### src/rtl/qlab5_memarb_pkg.sv
// Shared types for the qlab5 on-chip memory arbiter: FSM states, port ids and small helpers.
package qlab5_memarb_pkg;

  typedef enum logic {
    ST_INIT = 1'b0,
    ST_RUN  = 1'b1
  } state_e;

  typedef logic port_id_t;

  localparam port_id_t P0 = 1'b0;
  localparam port_id_t P1 = 1'b1;

  // A simultaneous read+write request is treated as a write, so it never produces read data.
  function automatic logic is_read(input logic rd, input logic wr);
    return rd & ~wr;
  endfunction

endpackage

### src/rtl/qlab5_rr_arb2.sv
// Two-way round-robin arbiter: grants a lone requester, alternates on conflict, p0 priority after init.
module qlab5_rr_arb2
  import qlab5_memarb_pkg::*;
(
  input  logic       clk,
  input  logic       reset_n,
  input  logic       en,
  input  logic [1:0] req,
  output logic [1:0] gnt
);

  port_id_t last_r;

  // Grant decision for the current cycle; only the port not granted last wins a conflict.
  always_comb begin
    gnt = 2'b00;
    if (en) begin
      case (req)
        2'b01:   gnt = 2'b01;
        2'b10:   gnt = 2'b10;
        2'b11:   gnt = (last_r == P0) ? 2'b10 : 2'b01;
        default: gnt = 2'b00;
      endcase
    end else begin
      gnt = 2'b00;
    end
  end

  // Last-granted pointer; parked on p1 while disabled so p0 wins the first conflict.
  always_ff @(posedge clk or negedge reset_n) begin
    if (!reset_n) begin
      last_r <= P1;
    end else if (!en) begin
      last_r <= P1;
    end else if (gnt[0]) begin
      last_r <= P0;
    end else if (gnt[1]) begin
      last_r <= P1;
    end else begin
      last_r <= last_r;
    end
  end

endmodule

### src/rtl/qlab5_sys_onchip_mem_arbiter.sv
// Two-master Avalon-MM arbiter in front of the single-port on-chip RAM (1-cycle read latency).
// Optional performance counters are built when QLAB5_MEMARB_PERF_CNT_EN is defined.
module qlab5_sys_onchip_mem_arbiter
  import qlab5_memarb_pkg::*;
#(
  parameter int ADDR_W = 11,
  parameter int DATA_W = 32,
  parameter int BE_W   = DATA_W / 8,
  parameter int CNT_W  = 16
) (
  input  logic              clk,
  input  logic              reset_n,
  input  logic [ADDR_W-1:0] p0_address,
  input  logic [BE_W-1:0]   p0_byteenable,
  input  logic              p0_read,
  input  logic              p0_write,
  input  logic [DATA_W-1:0] p0_writedata,
  output logic              p0_waitrequest,
  output logic [DATA_W-1:0] p0_readdata,
  output logic              p0_readdatavalid,
  input  logic [ADDR_W-1:0] p1_address,
  input  logic [BE_W-1:0]   p1_byteenable,
  input  logic              p1_read,
  input  logic              p1_write,
  input  logic [DATA_W-1:0] p1_writedata,
  output logic              p1_waitrequest,
  output logic [DATA_W-1:0] p1_readdata,
  output logic              p1_readdatavalid,
  output logic [ADDR_W-1:0] mem_address,
  output logic [BE_W-1:0]   mem_byteenable,
  output logic              mem_chipselect,
  output logic              mem_write,
  output logic [DATA_W-1:0] mem_writedata,
  output logic              mem_clken,
  input  logic [DATA_W-1:0] mem_readdata,
  output logic [CNT_W-1:0]  perf_grant0,
  output logic [CNT_W-1:0]  perf_grant1,
  output logic [CNT_W-1:0]  perf_conflict
);

  state_e     state_r;
  state_e     state_nxt_s;
  logic       run_s;
  logic [1:0] req_s;
  logic [1:0] gnt_s;
  logic       rd_issue_s;
  port_id_t   rd_port_s;
  logic       rsp_valid_r;
  port_id_t   rsp_port_r;

  assign run_s = (state_r == ST_RUN);
  assign req_s = {p1_read | p1_write, p0_read | p0_write};

  qlab5_rr_arb2 u_arb (
    .clk     (clk),
    .reset_n (reset_n),
    .en      (run_s),
    .req     (req_s),
    .gnt     (gnt_s)
  );

  // State register: init is held through reset and for one clock after release.
  always_ff @(posedge clk or negedge reset_n) begin
    if (!reset_n) begin
      state_r <= ST_INIT;
    end else begin
      state_r <= state_nxt_s;
    end
  end

  // Next-state logic.
  always_comb begin
    state_nxt_s = state_r;
    case (state_r)
      ST_INIT: state_nxt_s = ST_RUN;
      ST_RUN:  state_nxt_s = ST_RUN;
      default: state_nxt_s = ST_INIT;
    endcase
  end

  // Memory-side mux and waitrequests; waitrequest depends only on requests and registered state.
  always_comb begin
    p0_waitrequest = 1'b1;
    p1_waitrequest = 1'b1;
    mem_address    = p0_address;
    mem_byteenable = p0_byteenable;
    mem_writedata  = p0_writedata;
    mem_chipselect = 1'b0;
    mem_write      = 1'b0;
    mem_clken      = 1'b0;
    rd_issue_s     = 1'b0;
    rd_port_s      = P0;
    if (run_s) begin
      mem_clken      = 1'b1;
      p0_waitrequest = req_s[0] & ~gnt_s[0];
      p1_waitrequest = req_s[1] & ~gnt_s[1];
      if (gnt_s[1]) begin
        mem_address    = p1_address;
        mem_byteenable = p1_byteenable;
        mem_writedata  = p1_writedata;
        mem_chipselect = 1'b1;
        mem_write      = p1_write;
        rd_issue_s     = is_read(p1_read, p1_write);
        rd_port_s      = P1;
      end else if (gnt_s[0]) begin
        mem_chipselect = 1'b1;
        mem_write      = p0_write;
        rd_issue_s     = is_read(p0_read, p0_write);
        rd_port_s      = P0;
      end else begin
        mem_chipselect = 1'b0;
        mem_write      = 1'b0;
      end
    end else begin
      mem_clken = 1'b0;
    end
  end

  // One-entry response pipe matching the RAM's single-cycle read latency.
  always_ff @(posedge clk or negedge reset_n) begin
    if (!reset_n) begin
      rsp_valid_r <= 1'b0;
      rsp_port_r  <= P0;
    end else begin
      rsp_valid_r <= rd_issue_s;
      rsp_port_r  <= rd_port_s;
    end
  end

  assign p0_readdatavalid = rsp_valid_r & (rsp_port_r == P0);
  assign p1_readdatavalid = rsp_valid_r & (rsp_port_r == P1);
  assign p0_readdata      = mem_readdata;
  assign p1_readdata      = mem_readdata;

`ifdef QLAB5_MEMARB_PERF_CNT_EN
  localparam logic [CNT_W-1:0] CNT_MAX = {CNT_W{1'b1}};
  localparam logic [CNT_W-1:0] CNT_ONE = {{(CNT_W-1){1'b0}}, 1'b1};

  logic [CNT_W-1:0] grant0_r;
  logic [CNT_W-1:0] grant1_r;
  logic [CNT_W-1:0] conflict_r;

  // Saturating grant and conflict counters, cleared only by reset.
  always_ff @(posedge clk or negedge reset_n) begin
    if (!reset_n) begin
      grant0_r   <= {CNT_W{1'b0}};
      grant1_r   <= {CNT_W{1'b0}};
      conflict_r <= {CNT_W{1'b0}};
    end else begin
      if (gnt_s[0] && (grant0_r != CNT_MAX)) begin
        grant0_r <= grant0_r + CNT_ONE;
      end
      if (gnt_s[1] && (grant1_r != CNT_MAX)) begin
        grant1_r <= grant1_r + CNT_ONE;
      end
      if (run_s && (&req_s) && (conflict_r != CNT_MAX)) begin
        conflict_r <= conflict_r + CNT_ONE;
      end
    end
  end

  assign perf_grant0   = grant0_r;
  assign perf_grant1   = grant1_r;
  assign perf_conflict = conflict_r;
`else
  assign perf_grant0   = {CNT_W{1'b0}};
  assign perf_grant1   = {CNT_W{1'b0}};
  assign perf_conflict = {CNT_W{1'b0}};
`endif

endmodule

### config.mk
export PLATFORM = sky130hd
export DESIGN_NAME = qlab5_sys_onchip_mem_arbiter
export DESIGN_NICKNAME = d
export VERILOG_FILES = /design/src/rtl/qlab5_memarb_pkg.sv /design/src/rtl/qlab5_rr_arb2.sv /design/src/rtl/qlab5_sys_onchip_mem_arbiter.sv
export SDC_FILE = /design/constraint.sdc
export NUM_CORES = 1
export LEC_CHECK = 0
export CELL_PAD_IN_SITES_DETAIL_PLACEMENT = 0
export CELL_PAD_IN_SITES_GLOBAL_PLACEMENT = 2
export CORE_ASPECT_RATIO = 1.25
export CORE_UTILIZATION = 10
export DETAILED_ROUTE_END_ITERATION = 7
export PLACE_DENSITY_LB_ADDON = 0.1
export SYNTH_ARGS = -nofsm -noshare
export SYNTH_HDL_FRONTEND = slang
export SYNTH_SLANG_ARGS = --single-unit
### constraint.sdc
create_clock -name clk -period 2.45 [get_ports clk]
set_clock_uncertainty 0.15 [all_clocks]
set_input_delay 0.3675 -clock clk [delete_from_list [all_inputs] [get_ports clk]]
set_output_delay 0.3675 -clock clk [all_outputs]
set_load 0.005 [all_outputs]
==> summary.txt, run 1 <==
outcome -> finished, final reports clean
area taken by flip-flops and latches -> 101 µm²
post-route cell area -> 3050 µm²
Primary FF master, synth -> dfrtp_1
row count -> 53
Clock Path Buffers -> 2
non-filler cells, final -> 527
share of layout cells above drive strength 1 -> 0.388
CP cell instances -> inv_2 > o221a_4 > buf_4 > buf_6 > buf_16 > mux2_4 > buf_2
synthesized area -> 1720 µm²
Vias -> 1548
Clock Sinks -> 4
clock share of power -> 0.312
Peak VDD IR -> 0.211 mV
IO buf count -> 153
CP Launch Type -> flop
final hold vios -> 0
final WL -> 6.16 mm
Die W -> 119 µm
final net count -> 440
clk slew on worst S/H paths -> 0.03 ns
CTS tree -> yes
H-tree depth -> 1
commonest cells after routing, fill and taps aside -> clkdlybuf4s50_1 (102), conb_1 (49), mux2_2 (28)
pwr dens -> 276 nW/µm²
Sw Share -> 0.247
#FFs+latches synth -> 4
Crit path max-delay family -> buffers and inverters
die height -> 149 µm
footprint of the multi-input gates -> 903 µm²
average size of a mapped cell -> 8.97 µm²
final RePlAce weighted congestion -> 0.641
minimum clock period -> 2.40 ns
core area -> 16800 µm²
antenna cells -> 0
TritonRoute pass-1 iters -> 3
Power Internal -> 0.634 mW
Final Slew Violations -> 0
Area Growth Syn to Fin -> 77.0%
global-route usage over all layers -> 0.0646
number of synthesized flops with an enable pin -> 0
fillers -> 1928
CTS buffer count -> 3
vias in the first global route -> 1607
commonest non-fill, non-tap cell in the layout -> clkdlybuf4s50_1
crit-path max cell delay -> 0.53 ns
Max Freq -> 417 MHz
Crit Path Class -> reg -> out
area post-placement -> 2940 µm²
Cells after Synth -> 192
DIE AREA -> 17700 µm²
WL/cell -> 11.7 µm
Final Util -> 0.181
grt ovf -> 0
P_leak -> 1.35 nW
Initial Utilization -> 0.102
Flop pwr share -> 0.089
clk root buf -> clkbuf_16
vias per inst -> 2.94
synth unique cells -> 22
first-pass GRT wire length -> 8.57 mm
# DRC -> 0
Tot Pwr -> 0.843 mW
sequential fraction of the synthesis area -> 0.0589
Max stage delay cell, worst path -> dfstp_2
DRT iter0 DRCs -> 11
CTS Hold Bufs -> 0
I/O pin cnt -> 298
ys async rst share -> 1.00
initial antenna violation count -> 0
Worst Path Max Fanout -> 5
Final ANT Viol Nets -> 0
final setup violation count -> 0
worst hold slack -> 0.194 ns
period utilisation layout -> 0.978
dpl hpwl -> 4.68 mm
RSZ-0062 raised after global routing -> false
clk_lat worst skew -> 0.23 ns
Syn. warnings -> 0
Min-Delay Path Class -> in -> async
Placed Instances -> 508
Net Sw Power -> 0.208 mW
max_cap viols -> 0
Crit. End Element -> primary output
Worst EP arrival -> 1.88 ns
largest net degree at the start of global routing -> 11
Crit path buffers/inverters -> 5
combinational group share of total power -> 0.599
WP data required -> 1.93 ns
-- power by group through the flow --
stage / sequential, mW / combinational, mW / clock, mW
2_1_floorplan: 0.0766 / 0.305 / 0
3_3_place_gp: 0.0758 / 0.519 / 0
3_5_place_dp: 0.0755 / 0.514 / 0
4_1_cts: 0.0750 / 0.528 / 0.266
5_1_grt: 0.0756 / 0.549 / 0.270
6_report: 0.0749 / 0.505 / 0.263
-- cell type report --
cell class                      count  share of cell area
Clock buffer                        4              0.0259
Multi-Input combinational cell    115               0.296
Sequential cell                     4              0.0333
Tap cell                          220              0.0903
Timing Repair Buffer              181               0.550
Inverter                            3             0.00369
-- Yosys cell counts (2+ instances only) --
master,instances,area (µm²)
mux2_2,28,315
buf_2,2,10.0
nand2_1,3,11.3
nor2_1,2,7.51
dfrtp_1,3,75.1
buf_6,3,33.8
conb_1,2,7.51
buf_4,112,841
inv_1,2,7.51
o21ai_0,3,15.0
mux2_4,19,285
a21oi_1,3,15.0
-- worst paths after layout --
check | startpoint | end | slack (ns) | cells after the start
setup reg to reg | u_arb.last_r$_DFFE_PN1P_ | rsp_port_r$_DFF_PN0_ | 0.82 | 6
max in group asynchronous | reset_n | u_arb.last_r$_DFFE_PN1P_ | 1.72 | 1
hold / removal | reset_n | rsp_valid_r$_DFF_PN0_ | 0.19 | 1
setup / recovery | u_arb.last_r$_DFFE_PN1P_ | mem_writedata[12] | 0.05 | 7
min in group clk | run_s$_DFF_PN0_ | u_arb.last_r$_DFFE_PN1P_ | 0.48 | 2
hold reg to reg | run_s$_DFF_PN0_ | u_arb.last_r$_DFFE_PN1P_ | 0.48 | 2
-- layer usage --
layer  global-route usage  wire length [µm]
met2                0.128              3270
met4               0.0425               316
met3               0.0219               836
met1               0.0529              1730
met5                    0                 0
-- registers in the layout (all words and copies together), names as in the netlist --
signal / count
u_arb.last_r: 1
rsp_valid_r: 1
rsp_port_r: 1
run_s: 1
-- worst reg2reg max path, cell delays in order, from the launching register on --
cell and delay, ns:
dfstp_2 0.53, inv_2 0.05, o221a_4 0.25, buf_4 0.14
buf_12 0.12, buf_16 0.14, buf_4 0.13
-- stage by stage --
step                setup TNS, ns  setup slack, ns
floorplan                       0            0.536
global placement           -15.52           -0.379
detailed placement         -15.62           -0.380
CTS                        -0.122          -0.0327
global route                    0         0.000641
finish                          0           0.0547
-- cells by family after synthesis --
group | after synthesis | synth area share
buffers and inverters | 120 | 0.520
multiplexers | 47 | 0.349
AO/OA/AOI/OAI | 10 | 0.0422
AND/OR/NAND/NOR | 9 | 0.0254
flip-flops | 4 | 0.0589
other | 2 | 0.00436
-- repair_timing --
item                                    4_1_cts  5_1_grt
buffers inserted                             11        0
pin swaps                                     2        0
gates resized for setup                     137       15
endpoints found under the setup margin       48       15
gates cloned                                  4        0
Note: power is estimated with default switching activity, not from simulation.
==> run 2: changes to the inputs <==
Settings changed: CORE_MARGIN set to 1.
==> results of run 2 <==
Final layout, timing and power as in run 1 (identical DEF).
